===== src/rtl/pipeline_hazard_scheduler.sv =====
// Central stall/squash sequencer for the 5-stage core (I, D, E, M, W).
// Tracks in-flight destinations, stalls issue on RAW hazards, squashes I on a
// taken jump from D, freezes the pipe on memory stalls, and drains/halts on flush.
module pipeline_hazard_scheduler #(
    parameter int unsigned NREGS = 32,
    parameter int unsigned REG_W = 5,
    parameter int unsigned CNT_W = 16
) (
    input  logic             clk,
    input  logic             rst,
    input  logic             issue_valid,
    input  logic [REG_W-1:0] issue_rs1,
    input  logic [REG_W-1:0] issue_rs2,
    input  logic             issue_uses_rs1,
    input  logic             issue_uses_rs2,
    input  logic [REG_W-1:0] issue_rd,
    input  logic             issue_writes_rd,
    input  logic             jump_taken,
    input  logic             mem_stall,
    input  logic             flush_req,
    input  logic             resume,
    output logic             pc_en,
    output logic             stall_issue,
    output logic             squash_issue,
    output logic             pipe_freeze,
    output logic             halted,
    output logic [CNT_W-1:0] stall_cycles,
    output logic [CNT_W-1:0] squash_count
);

    localparam int unsigned SB_DEPTH = 4;
    localparam int unsigned SB_D     = 0;
    localparam int unsigned SB_E     = 1;
    localparam int unsigned SB_M     = 2;
    localparam int unsigned SB_W     = 3;

    typedef enum logic [1:0] {
        ST_RUN    = 2'd0,
        ST_DRAIN  = 2'd1,
        ST_HALTED = 2'd2
    } state_e;

    state_e             state_q, state_d;
    logic [SB_DEPTH-1:0] sb_vld_q, sb_vld_d;
    logic [REG_W-1:0]   sb_rd_q [SB_DEPTH];
    logic [REG_W-1:0]   sb_rd_d [SB_DEPTH];
    logic [CNT_W-1:0]   stall_cnt_q, stall_cnt_d;
    logic [CNT_W-1:0]   squash_cnt_q, squash_cnt_d;

    logic in_run_c;
    logic rs1_hit_c;
    logic rs2_hit_c;
    logic hazard_c;
    logic issue_adv_c;

    // A register that can actually carry a dependency: not r0, inside the file.
    function automatic logic is_live_reg(input logic [REG_W-1:0] idx);
        return (idx != '0) && ({1'b0, idx} < (REG_W+1)'(NREGS));
    endfunction

    assign in_run_c = (state_q == ST_RUN);

    // RAW detection against producers in D, E and M (W writes back this edge).
    always_comb begin
        rs1_hit_c = (sb_vld_q[SB_D] && (sb_rd_q[SB_D] == issue_rs1)) ||
                    (sb_vld_q[SB_E] && (sb_rd_q[SB_E] == issue_rs1)) ||
                    (sb_vld_q[SB_M] && (sb_rd_q[SB_M] == issue_rs1));
        rs2_hit_c = (sb_vld_q[SB_D] && (sb_rd_q[SB_D] == issue_rs2)) ||
                    (sb_vld_q[SB_E] && (sb_rd_q[SB_E] == issue_rs2)) ||
                    (sb_vld_q[SB_M] && (sb_rd_q[SB_M] == issue_rs2));
        hazard_c  = issue_valid && in_run_c &&
                    ((issue_uses_rs1 && is_live_reg(issue_rs1) && rs1_hit_c) ||
                     (issue_uses_rs2 && is_live_reg(issue_rs2) && rs2_hit_c));
    end

    // FSM state register.
    always_ff @(posedge clk) begin
        if (rst) begin
            state_q <= ST_RUN;
        end else begin
            state_q <= state_d;
        end
    end

    // FSM next state: flush drains until the scoreboard is empty, resume restarts.
    always_comb begin
        state_d = state_q;
        unique case (state_q)
            ST_RUN:    if (flush_req)  state_d = ST_DRAIN;
            ST_DRAIN:  if (~|sb_vld_q) state_d = ST_HALTED;
            ST_HALTED: if (resume)     state_d = ST_RUN;
            default:                   state_d = ST_RUN;
        endcase
    end

    // FSM outputs: mem_stall > jump squash > hazard / drain / halt > run.
    always_comb begin
        pc_en        = 1'b0;
        stall_issue  = 1'b0;
        squash_issue = 1'b0;
        pipe_freeze  = 1'b0;
        halted       = (state_q == ST_HALTED);
        if (mem_stall) begin
            pipe_freeze = 1'b1;
            stall_issue = 1'b1;
        end else if (jump_taken) begin
            squash_issue = 1'b1;
            pc_en        = 1'b1;
        end else if (hazard_c || !in_run_c || flush_req) begin
            stall_issue = 1'b1;
        end else begin
            pc_en = 1'b1;
        end
        issue_adv_c = in_run_c && !stall_issue && !squash_issue;
    end

    // Scoreboard shift; I enters D only when it truly advances, else a bubble.
    always_comb begin
        sb_vld_d = sb_vld_q;
        sb_rd_d  = sb_rd_q;
        if (!pipe_freeze) begin
            sb_vld_d[SB_W] = sb_vld_q[SB_M];
            sb_rd_d[SB_W]  = sb_rd_q[SB_M];
            sb_vld_d[SB_M] = sb_vld_q[SB_E];
            sb_rd_d[SB_M]  = sb_rd_q[SB_E];
            sb_vld_d[SB_E] = sb_vld_q[SB_D];
            sb_rd_d[SB_E]  = sb_rd_q[SB_D];
            sb_vld_d[SB_D] = issue_adv_c && issue_valid && issue_writes_rd &&
                             is_live_reg(issue_rd);
            sb_rd_d[SB_D]  = issue_rd;
        end
    end

    // Scoreboard register.
    always_ff @(posedge clk) begin
        if (rst) begin
            sb_vld_q <= '0;
            for (int i = 0; i < SB_DEPTH; i++) begin
                sb_rd_q[i] <= '0;
            end
        end else begin
            sb_vld_q <= sb_vld_d;
            sb_rd_q  <= sb_rd_d;
        end
    end

    // Saturating performance counters.
    always_comb begin
        stall_cnt_d  = stall_cnt_q;
        squash_cnt_d = squash_cnt_q;
        if (hazard_c && !mem_stall && !(&stall_cnt_q)) begin
            stall_cnt_d = stall_cnt_q + CNT_W'(1);
        end
        if (squash_issue && !(&squash_cnt_q)) begin
            squash_cnt_d = squash_cnt_q + CNT_W'(1);
        end
    end

    // Counter registers.
    always_ff @(posedge clk) begin
        if (rst) begin
            stall_cnt_q  <= '0;
            squash_cnt_q <= '0;
        end else begin
            stall_cnt_q  <= stall_cnt_d;
            squash_cnt_q <= squash_cnt_d;
        end
    end

    assign stall_cycles = stall_cnt_q;
    assign squash_count = squash_cnt_q;

endmodule


===== config.mk =====
export PLATFORM = sky130hd
export DESIGN_NAME = pipeline_hazard_scheduler
export DESIGN_NICKNAME = d
export VERILOG_FILES = /design/src/rtl/pipeline_hazard_scheduler.sv
export SDC_FILE = /design/constraint.sdc
export NUM_CORES = 1
export LEC_CHECK = 0
export CAP_MARGIN = 20
export CORE_MARGIN = 2
export CORE_UTILIZATION = 35
export DETAILED_ROUTE_END_ITERATION = 8
export GPL_TIMING_DRIVEN = 0
export HOLD_SLACK_MARGIN = 0.08
export MAX_ROUTING_LAYER = met4
export PLACE_DENSITY = 0.7
export SYNTH_ARGS = -nofsm -noshare
export SYNTH_HDL_FRONTEND = slang
export SYNTH_SLANG_ARGS = --single-unit

===== constraint.sdc =====
create_clock -name clk -period 2.7 [get_ports clk]
set_input_delay 0.405 -clock clk [delete_from_list [all_inputs] [get_ports clk]]
set_output_delay 0.405 -clock clk [all_outputs]
set_load 0.005 [all_outputs]

==> run summary <==
# Max-Cap Violations -> 0
Avg WL per Cell -> 14.2 um
CP Cell Sequence -> clkdlybuf4s15_2, xor2_1, nor4_2, nand3_1, and3_4, o22ai_4, a21o_1, buf_4, and2_1, clkbuf_2
Most Crowded Layer GR -> met2
Drt first pass iters -> 4
Initial antenna violation count -> 0
Placeable core area -> 7810 um^2
Detailed Route Iter0 Violations -> 145
RSZ-0062 raised after global routing -> no
Met3 usage in global routing -> 2.65%
Tot Pwr -> 1.54 mW
Synth area leader -> dfxtp_1
Final worst slack -> 0.0973 ns
Syn nets -> 347
Drt drc -> 0
Fmax achieved -> 384 MHz
Final worst path period need -> 2.60 ns
Post-synth cell types -> 46
WP data required -> 2.30 ns
Syn avg cell area -> 8.89 um^2
Top-area cell type share of the netlist area -> 37.3%
Leak -> 1.45 nW
Final net count -> 420
Width of the die -> 94.1 um
Crit Path Category -> input pin to primary output
Die height -> 94.1 um
Pre-CTS setup slack -> -0.597 ns
Ports -> 62
Async SR Flop Fraction -> 0%
Top_reg_cell synth -> dfxtp_1
Cell Area, Synth -> 2840 um^2
Area contributors post-synth -> dfxtp_1, xor2_1, nor2_1
Post-synth EDFFs -> 0
Synth Instances -> 320
Final hold vios -> 0
Crit. End Element -> primary output
Worst Path Arrival -> 2.20 ns
Pins Over Slew Limit -> 0
Post-CTS Hold Fix Bufs -> 0
Synth Register Bits -> 53
H-Tree Depth -> 2
Maximum VDD drop -> 0.238 mV
Pwr dens -> 405 nW/um^2
GR Util met1 -> 21.8%
Met2 GRT Util -> 27.3%
Total gr overflow -> 0
Sequential share of the synthesized area -> 37.3%
Total routed wirelength -> 7060 um
Cts bufs inserted -> 5
Outcome -> finished clean
Clk sink count -> 53
Fin crit share -> 96.4%
Worst-path maximum fanout -> 4
Worst Max-Slew Pin Slew -> 0.705 ns
Routed Antenna Nets -> 0
Worst-path clk slew -> 0.09 ns
First-pass GRT wire length -> 11600 um
CP Buf/Inv Count -> 3
Clk root buf -> clkbuf_8
Hpwl dp -> 5180 um
Skew final -> 0.0131 ns
Max incr delay on CP -> 0.33 ns
Row count -> 32
CTS tree -> yes
Worst Hold Class -> register to register
Vias/cell -> 5.08
Clock Path Buffers -> 2
Via count -> 2518
Worst-Skew Late Latency -> 0.30 ns
Vias in the first global route -> 2380
I/O Buffers -> 61
Yosys warning count -> 0
Largest net degree at the start of global routing -> 17
CP max-delay cell -> nor4_2
Relative slew slack -> 53.0%
Routability congestion estimate -> 0.864
Share of cells above drive strength 1 -> 12.7%
Initial Utilization -> 36.4%
Startpoint Class -> input pin
GR Util All Layers -> 16.8%
Setup Viol. Count Final -> 0
Area grow syn2layout -> 33.6%
Die footprint -> 8860 um^2
Ant. Diodes -> 0
Cell family with most CP delay -> simple AND/OR/NAND/NOR gates
==> through the flow <==
step           std cells  area [um^2]  hold slack (ns)  setup TNS, ns  utilization (%)
3_3_place_gp         483         3580            0.457          -1.24             45.9
6_report             496         3800            0.481              0             48.7
3_5_place_dp         483         3580            0.473          -2.24             45.9
5_1_grt              496         3800            0.513              0             48.7
2_1_floorplan        320         2840            0.439              0                -
4_1_cts              494         3780            0.485              0             48.5
==> registers in the layout (all words and copies together), names as in the netlist <==
name	flops
sb_rd_q	15
sb_vld_q	4
squash_count	16
stall_cycles	16
state_q	2
==> final timing paths <==
check / start / end / slack, ns / cells after the start
worst max register to register: stall_cycles[0] / stall_cycles[5] / 0.36 / 7
worst max-delay path: issue_rs2[3] / stall_issue / 0.1 / 10
worst min register to register: state_q[1] / state_q[0] / 0.48 / 1
worst min-delay path: state_q[1] / state_q[0] / 0.48 / 1
==> synthesized netlist by cell type, types with 5 or more instances <==
library cell   n
and3_1         5
nor4_1         9
nand3_1       15
clkbuf_1       8
nand2_1       15
nor2b_1       12
a21oi_1        8
dfxtp_1       53
nor2_1        54
or3_1          5
nand4_1       11
xnor2_1       12
mux2_1         9
mux2i_1       20
xor2_1        29
==> power by group <==
part	internal, mW	total (mW)	leakage, nW	switching (mW)
clock	0.279	0.544	0.0554	0.265
sequential	0.794	0.811	0.432	0.0169
combinational	0.0934	0.185	0.965	0.0920
total	1.17	1.54	1.45	0.374
==> cells by family after synthesis <==
family | after synthesis | share of synthesized area, %
flip-flops | 53 | 37.3
AO/OA/AOI/OAI | 24 | 5.90
AND/OR/NAND/NOR | 153 | 29.1
XOR/XNOR | 41 | 12.6
multiplexers | 31 | 11.7
adder cells (fa/ha/maj) | 2 | 0.880
buffers and inverters | 16 | 2.55
==> repair_timing <==
item                       in CTS  in global routing
resized for setup              40                  9
setup endpoints to repair       2                  2
buffers inserted                3                  2
pin swaps                      10                  8
==> routing by layer <==
metal / up-vias / part of all wire [%]
li1: 1268 / -
met1: 1200 / 49
met2: 44 / 48
met3: 6 / 3.0
met4: 0 / 0.91
met5: - / 0
==> cells in the final DEF (no fill, tap or decap), types with 3 or more instances in the layout <==
| cell type | synthesis | final |
|---|---|---|
| or3_1 | 5 | 5 |
| buf_4 | 1 | 6 |
| nor2_1 | 54 | 54 |
| clkbuf_8 | 0 | 5 |
| and4_1 | 4 | 4 |
| clkbuf_1 | 8 | 9 |
| nor2b_1 | 12 | 12 |
| xor2_1 | 29 | 29 |
| dlygate4sd2_1 | 0 | 3 |
| a21oi_1 | 8 | 8 |
| dfxtp_1 | 53 | 47 |
| xnor2_1 | 12 | 12 |
| inv_1 | 4 | 4 |
| dfxtp_2 | 0 | 4 |
| clkdlybuf4s15_2 | 0 | 7 |
| mux2i_1 | 20 | 20 |
| nand4_1 | 11 | 11 |
| clkdlybuf4s50_1 | 0 | 49 |
| nor4_1 | 9 | 7 |
| nand2_1 | 15 | 15 |
| o21ai_0 | 4 | 4 |
| nand3_1 | 15 | 15 |
| and3_1 | 5 | 4 |
| mux2_1 | 9 | 9 |
==> cell type report <==
type / count / area, um^2
Buffer: 12 / 57.6
Clock buffer: 6 / 72.6
Clock inverter: 2 / 38.8
Fill cell: 741 / 4010
Inverter: 4 / 15.0
Multi-Input combinational cell: 251 / 1770
Sequential cell: 53 / 1070
Tap cell: 102 / 128
Timing Repair Buffer: 66 / 643
(Power assumes the default switching activity.)
